[src/rtl/join_result_packer.sv]
// Packs joined probe results into TUPLES_PER_BEAT-lane beats and flushes a keep-masked tail on end-of-stream.
// Optional build macro JOIN_STATS_EN adds probe_count and stall_count outputs.
module join_result_packer #(
  parameter int TUPLES_PER_BEAT = 4,
  parameter int TUPLE_WIDTH     = 128,
  parameter int COUNT_WIDTH     = 32
) (
  input  logic                                   clk,
  input  logic                                   resetn,
  input  logic                                   in_valid,
  output logic                                   in_ready,
  input  logic [TUPLE_WIDTH-1:0]                 in_data,
  input  logic                                   in_was_joined,
  input  logic [63:0]                            in_serialnum,
  input  logic                                   in_last_processed,
  output logic                                   out_valid,
  input  logic                                   out_ready,
  output logic [TUPLES_PER_BEAT*TUPLE_WIDTH-1:0] out_data,
  output logic [TUPLES_PER_BEAT-1:0]             out_keep,
  output logic [63:0]                            out_first_serial,
  output logic                                   out_last,
  output logic [COUNT_WIDTH-1:0]                 match_count,
  output logic                                   done
`ifdef JOIN_STATS_EN
  ,
  output logic [COUNT_WIDTH-1:0]                 probe_count,
  output logic [COUNT_WIDTH-1:0]                 stall_count
`endif
);

  localparam int LW = $clog2(TUPLES_PER_BEAT);
  localparam int FW = LW + 1;
  localparam int DW = TUPLES_PER_BEAT * TUPLE_WIDTH;
  localparam logic [FW-1:0] FULL = FW'(TUPLES_PER_BEAT);

  typedef enum logic [1:0] {COLLECT, FLUSH, LAST, DONE} state_t;

  state_t                     state_q;
  logic [TUPLE_WIDTH-1:0]     lanes_q [TUPLES_PER_BEAT];
  logic [FW-1:0]              fill_q;
  logic [63:0]                serial_q;
  logic                       out_valid_q;
  logic [DW-1:0]              out_data_q;
  logic [TUPLES_PER_BEAT-1:0] out_keep_q;
  logic [63:0]                out_first_serial_q;
  logic                       out_last_q;
  logic [COUNT_WIDTH-1:0]     match_count_q;
  logic                       done_q;

  logic                       slot_free;
  logic                       buf_full;
  logic                       accept;
  logic                       emit_full;
  logic                       emit_last;
  logic [DW-1:0]              packed_data;
  logic [TUPLES_PER_BEAT-1:0] packed_keep;

  assign slot_free = !out_valid_q || out_ready;
  assign buf_full  = (fill_q == FULL);
  assign in_ready  = (state_q == COLLECT) && !buf_full;
  assign accept    = in_valid && in_ready;
  assign emit_full = ((state_q == COLLECT) || (state_q == FLUSH)) && buf_full && slot_free;
  assign emit_last = (state_q == FLUSH) && !buf_full && slot_free;

  // Lanes at or beyond fill are forced to zero so stale pairs never leak into a tail beat.
  genvar gi;
  generate
    for (gi = 0; gi < TUPLES_PER_BEAT; gi++) begin : g_lane
      assign packed_keep[gi] = (FW'(gi) < fill_q);
      assign packed_data[gi*TUPLE_WIDTH +: TUPLE_WIDTH] = packed_keep[gi] ? lanes_q[gi] : '0;
    end
  endgenerate

  always_ff @(posedge clk or negedge resetn) begin
    if (!resetn) begin
      state_q            <= COLLECT;
      fill_q             <= '0;
      serial_q           <= '0;
      out_valid_q        <= 1'b0;
      out_data_q         <= '0;
      out_keep_q         <= '0;
      out_first_serial_q <= '0;
      out_last_q         <= 1'b0;
      match_count_q      <= '0;
      done_q             <= 1'b0;
      for (int i = 0; i < TUPLES_PER_BEAT; i++) lanes_q[i] <= '0;
    end else begin
      // Accept and emit are mutually exclusive: emit needs a full buffer or FLUSH, both of which drop in_ready.
      if (accept && in_was_joined) begin
        lanes_q[fill_q[LW-1:0]] <= in_data;
        fill_q                  <= fill_q + FW'(1);
        match_count_q           <= match_count_q + COUNT_WIDTH'(1);
        if (fill_q == '0) serial_q <= in_serialnum;
      end

      if (emit_full || emit_last) begin
        out_valid_q        <= 1'b1;
        out_data_q         <= packed_data;
        out_keep_q         <= packed_keep;
        out_first_serial_q <= (fill_q == '0) ? 64'd0 : serial_q;
        out_last_q         <= emit_last;
        fill_q             <= '0;
      end else if (out_ready) begin
        out_valid_q <= 1'b0;
      end

      case (state_q)
        COLLECT: if (in_ready && in_last_processed) state_q <= FLUSH;
        FLUSH:   if (emit_last) state_q <= LAST;
        LAST: begin
          if (out_valid_q && out_ready) begin
            state_q <= DONE;
            done_q  <= 1'b1;
          end
        end
        DONE:    state_q <= DONE;
      endcase
    end
  end

  assign out_valid        = out_valid_q;
  assign out_data         = out_data_q;
  assign out_keep         = out_keep_q;
  assign out_first_serial = out_first_serial_q;
  assign out_last         = out_last_q;
  assign match_count      = match_count_q;
  assign done             = done_q;

`ifdef JOIN_STATS_EN
  logic [COUNT_WIDTH-1:0] probe_count_q;
  logic [COUNT_WIDTH-1:0] stall_count_q;

  always_ff @(posedge clk or negedge resetn) begin
    if (!resetn) begin
      probe_count_q <= '0;
      stall_count_q <= '0;
    end else begin
      if (accept) probe_count_q <= probe_count_q + COUNT_WIDTH'(1);
      if (out_valid_q && !out_ready && !(&stall_count_q))
        stall_count_q <= stall_count_q + COUNT_WIDTH'(1);
    end
  end

  assign probe_count = probe_count_q;
  assign stall_count = stall_count_q;
`endif

endmodule
[config.mk]
export PLATFORM = sky130hd
export DESIGN_NAME = join_result_packer
export DESIGN_NICKNAME = d
export VERILOG_FILES = /design/src/rtl/join_result_packer.sv
export SDC_FILE = /design/constraint.sdc
export NUM_CORES = 1
export LEC_CHECK = 0
export ABC_AREA = 1
export BUFFER_PORTS_ARGS = -buffer_cell sky130_fd_sc_hd__buf_2
export CAP_MARGIN = 20
export CORE_MARGIN = 2
export CORE_UTILIZATION = 40
export DETAILED_ROUTE_END_ITERATION = 16
export GPL_TIMING_DRIVEN = 1
export PLACE_DENSITY_LB_ADDON = 0.2
export SKIP_CTS_REPAIR_TIMING = 1
export SLEW_MARGIN = 20
export SYNTH_ARGS = -nofsm -noshare
export SYNTH_HDL_FRONTEND = slang
export SYNTH_SLANG_ARGS = --single-unit
[constraint.sdc]
create_clock -name clk -period 2.35 [get_ports clk]
set_input_delay 0.235 -clock clk [delete_from_list [all_inputs] [get_ports clk]]
set_output_delay 0.235 -clock clk [all_outputs]
set_load 0.02 [all_outputs]
[After elaboration in Yosys (flattened, before gate mapping)]
Index checks and enable logic that the tools add are counted.
Word-level totals
  output and inout bits: 616
  input port bits: 198
  register bits: 1196
Operators by class
  order comparisons: 6
  $add $sub $neg: 2
  reductions and logical operators: 22
  mux-type cells: 16
  eq/ne operators: 7
  bitwise logic cells: 1
Operator list (count)
  two-way mux 128 bit: 5
  bitwise mux 512 bit: 1
  demux 128 bit (select 2 bit): 1
  two-way mux 64 bit: 1
  adder 32 x 1 -> 32 bit, second input constant: 1
  logical AND 1 bit: 10
  case mux 2 bit (4 select lines): 1
  < comparator 1 x 3 -> 1 bit, first input constant: 2
  < comparator 2 x 3 -> 1 bit, first input constant: 2
  two-way mux 2 bit: 3
  two-way mux 3 bit: 2
  == test 2 bit, second input constant: 2
  inequality test 2 bit, second input constant: 2
  AND reduction 2 bit: 2
  nonzero test 2 bit: 2
  adder 3 x 1 -> 3 bit, second input constant: 1
  == test 3 bit, second input constant: 1
  greater-or-equal comparator 3 bit, second input constant: 1
  logical NOT 3 bit: 1
  logical OR 1 bit: 3
  < comparator 3 x 1 -> 1 bit, second input constant: 1
  inverter 2 -> 3 bit: 1
  AND reduction 3 bit: 1
  == test 2 x 1 -> 1 bit, second input constant: 1
  4 further kinds: 6

[Longest topological paths before layout]
  depth in word-level cells: 7
  mapped depth: 12

[Least setup slack after synthesis]
No wires, ideal clock.
  kind: register to register
  start point: reg fill_q[0]
  end point: reg out_data_q[109] (netlist: out_data[109])
  path slack: 379 ps
  cell stages (with the launch flop): 11
  setup time: 130 ps
  buffers on the path: 2
  data arrival time: 1841 ps
  path through: dfrtp_1 > inv_1 > ha_1 > nand2_1 > nor2_1 > nor2_1 > nor2_4 > o31ai_1 > clkbuf_1 > clkbuf_1 > o21ai_0
Between the ends
  longest elaborated chain between the ends: 5
RTL lines
  from (decl): line 40  | logic [FW-1:0] fill_q;
  from (signal assigned): line 91  | fill_q <= fill_q + FW'(1);
  parallel branches: the longest is 5 deep, another holds < comparator 1 x 3 -> 1 bit
  to (signal assigned): line 98  | out_data_q <= packed_data;
  to (decl): line 43  | logic [DW-1:0] out_data_q;
Several ways; the timed one is not identified.
A chain may end at the register's enable or synchronous reset.

[Final worst setup path]
  start point: reg fill_q[0]
  end point: reg fill_q[0]
Between the ends
  longest elaborated chain between the ends: 6
RTL lines
  parallel branches: the longest is 6 deep, another holds adder 3 x 1 -> 3 bit
Several ways; the timed one is not identified. The select of a mux whose other input is x is not followed.

==> flow_summary.json <==
{
  "drtPass1Iterations": 6,
  "period_needed_ns": 2.14,
  "period_share": 0.912,
  "ys_warn_count": 0,
  "initialDrtViolationCount": 2820,
  "ys_types": 23,
  "fillers": 10400,
  "synth_top_family_by_area": "simple AND/OR/NAND/NOR gates",
  "synth_top_area_share": 0.662,
  "rsz0062_at_grt": "false",
  "hold_path.class": "in2reg",
  "yosysMostFrequentCell": "nand2_1",
  "setup_viol_count_final": 0,
  "critical-path-max-stage-delay_ns": 0.36,
  "power-per-cell-area_nw_per_um2": 731,
  "synth_ff_type": "dfrtp_1",
  "crit_slowest_cell": "dfrtp_1",
  "final_core_util": 0.520,
  "outcome": "finished, final reports clean",
  "start_util": 0.403,
  "die-area_um2": 116000,
  "cp_max_fo": 76,
  "coreArea_um2": 112000,
  "area_growth_pct": 29.2,
  "avgSynthCellArea_um2": 9.41,
  "grt_start_max_net_pins": 77,
  "ant_nets": 0,
  "cts_root_buffer": "clkbuf_16",
  "seqCellArea_um2": 29900,
  "totalWireLength_mm": 144,
  "route.detailed.drc": 0,
  "std_cell_rows": 123,
  "grt_usage": 0.243,
  "post_synth_most_frequent_cells": "nand2_1 (1,640), dfrtp_1 (1,196), o21ai_0 (753)",
  "viasPerCell": 4.92,
  "critPathLaunchType": "flip-flop",
  "endpoint_kind": "flip-flop",
  "cts_buffers": 130,
  "drive_above_1_share": 0.202,
  "max_slew_margin": 0.310,
  "yosys.area.top_type": "dfrtp_1",
  "finalSetupTns_ns": 0,
  "port_buffers": 813,
  "nets": 6012,
  "synth.cell_area_um2": 45200,
  "whs_path_depth": 3,
  "antenna_found_initial": 4,
  "grt_pass1_wl_mm": 217,
  "ir_drop_mv": 0.571,
  "gp_congestion": 0.843,
  "synth_simple_gate_area_frac": 0.186,
  "cp.arrival_ns": 2.78,
  "skew_ns": 0.0280,
  "synth.area.top_cells": "dfrtp_1 (66%), nand2_1 (14%), o21ai_0 (8.3%)",
  "criticalPathCategory": "reg2reg",
  "place_area_um2": 52200,
  "synth_nets": 5011,
  "clk_pin_slew_ns": 0.06,
  "clkSinkCount": 1196,
  "num_io_pins": 814,
  "syn_inst": 4808,
  "multiInputGateArea_um2": 12700,
  "route.detailed.wl_per_inst_um": 19.4,
  "leakage_nw": 31.0,
  "die-height_um": 340,
  "max_cap_viol_count": 0,
  "synth-seq-cells": 1196,
  "cts_tree": "yes",
  "required_ns": 2.99,
  "hold_ws_ns": 0.0177,
  "synth-adder-area-share": 0.00138,
  "die_w_um": 340,
  "max_clock_freq_mhz": 467,
  "clk_latency_ns": 0.73,
  "muxShareOfSynthArea": 0,
  "synth-compound-area-share": 0.0866,
  "grt_overflow_total": 0,
  "synth_edf_count": 0,
  "synth-xor-area-share": 0.00407,
  "grt_pass1_vias": 35000,
  "tightestPinTransition_ns": 1.04,
  "h-tree-depth": 4,
  "dp_hpwl_mm": 97.4,
  "finalInstanceArea_um2": 58400,
  "crit_path_cell_trace": "inv_2 > ha_2 > nand2_1 > nor2_1 > nor2_1 > nor2_4 > buf_12 > inv_8 > buf_12 > o21ai_0 > a21oi_1",
  "rr_worst_depth": 11,
  "clk_path_buf_depth": 3,
  "vias": 36400,
  "yosysSeqAreaShare": 0.662,
  "async_flop_share": 1.00,
  "hold_viol_final": 0,
  "drv_slew": 0
}
-- logic make-up (layout without fill, tap and decap cells) --
group	count (synthesis)	count (layout)
and+or+nand+nor	2096	2096
DFF	1196	1196
AOI/OAI and AO/OA	781	781
buffers and inverters	709	1802
xor gates and xnor gates	21	21
adders and majority gates	5	5
other	0	1
-- routing by layer --
metal,track usage,vias to the layer above,wire (µm)
li1,-,17200,-
met4,0.0999,0,5470
met1,0.331,17800,62200
met3,0.0593,238,10000
met5,0,-,0
met2,0.372,1191,66100
-- sequential cells by signal, summed over array words and instances, names as in the netlist --
register / flops
done: 1
fill_q: 3
lanes_q: 512
match_count: 32
out_data: 512
out_first_serial: 64
out_keep: 4
out_last: 1
out_valid: 1
serial_q: 64
state_q: 2
-- final timing paths --
path	start	to	slack, ns
setup / recovery	fill_q[0]	fill_q[0]	0.21
min in group asynchronous	resetn	lanes_q[318]	0.12
max in group asynchronous	resetn	fill_q[2]	1.31
setup reg to reg	fill_q[0]	fill_q[0]	0.21
hold reg to reg	serial_q[33]	serial_q[33]	0.47
hold / removal	in_data[114]	lanes_q[370]	0.02
-- power breakdown --
part / switching, W / internal [W] / leakage [nW]
logic: 0.000948 / 0.000476 / 12.2
clock network: 0.00845 / 0.0123 / 2.12
registers: 0.00000787 / 0.0206 / 16.7
total: 0.00941 / 0.0333 / 31.0
-- area by class of cell --
| cell class | count | share of cell area |
|---|---|---|
| Antenna cell | 1 | 0.0000428 |
| Clock buffer | 179 | 0.0649 |
| Clock inverter | 45 | 0.00871 |
| Inverter | 413 | 0.0267 |
| Multi-Input combinational cell | 2903 | 0.217 |
| Sequential cell | 1196 | 0.512 |
| Tap cell | 1500 | 0.0321 |
| Timing Repair Buffer | 1165 | 0.139 |
-- worst max-delay path, delay by kind of cell (launching register included) --
| family | cells | cell delay [ns] |
|---|---|---|
| adder cells (fa/ha/maj) | 1 | 0.18 |
| flip-flops | 1 | 0.36 |
| AO/OA/AOI/OAI | 2 | 0.31 |
| AND/OR/NAND/NOR | 4 | 0.51 |
| buffers and inverters | 4 | 0.70 |
-- cell usage in the layout, fill, tap and decap left out, drive strengths merged --
master       count
nand2         1640
dfrtp         1196
buf            973
o21ai          775
inv            415
nand3          398
dlygate4sd3    192
clkbuf         179
nor2            41
clkinv          27
xnor2           12
xor2             9
bufinv           9
nand4            7
clkinvlp         7
nand3b           5
ha               5
nor3             3
a21oi            2
nor3b            2
o31ai            2
diode            1
o22ai            1
o21bai           1
-- metrics by stage --
stage          power, W  worst slack, ns  instances
2_1_floorplan    0.0212            0.379       4808
3_3_place_gp     0.0222            0.127       6981
3_5_place_dp     0.0222           0.0749       6981
5_1_grt          0.0441           0.0173       7402
4_1_cts          0.0429           0.0315       7205
6_report         0.0427            0.208       7402
Note: power is estimated with default switching activity, not from simulation.
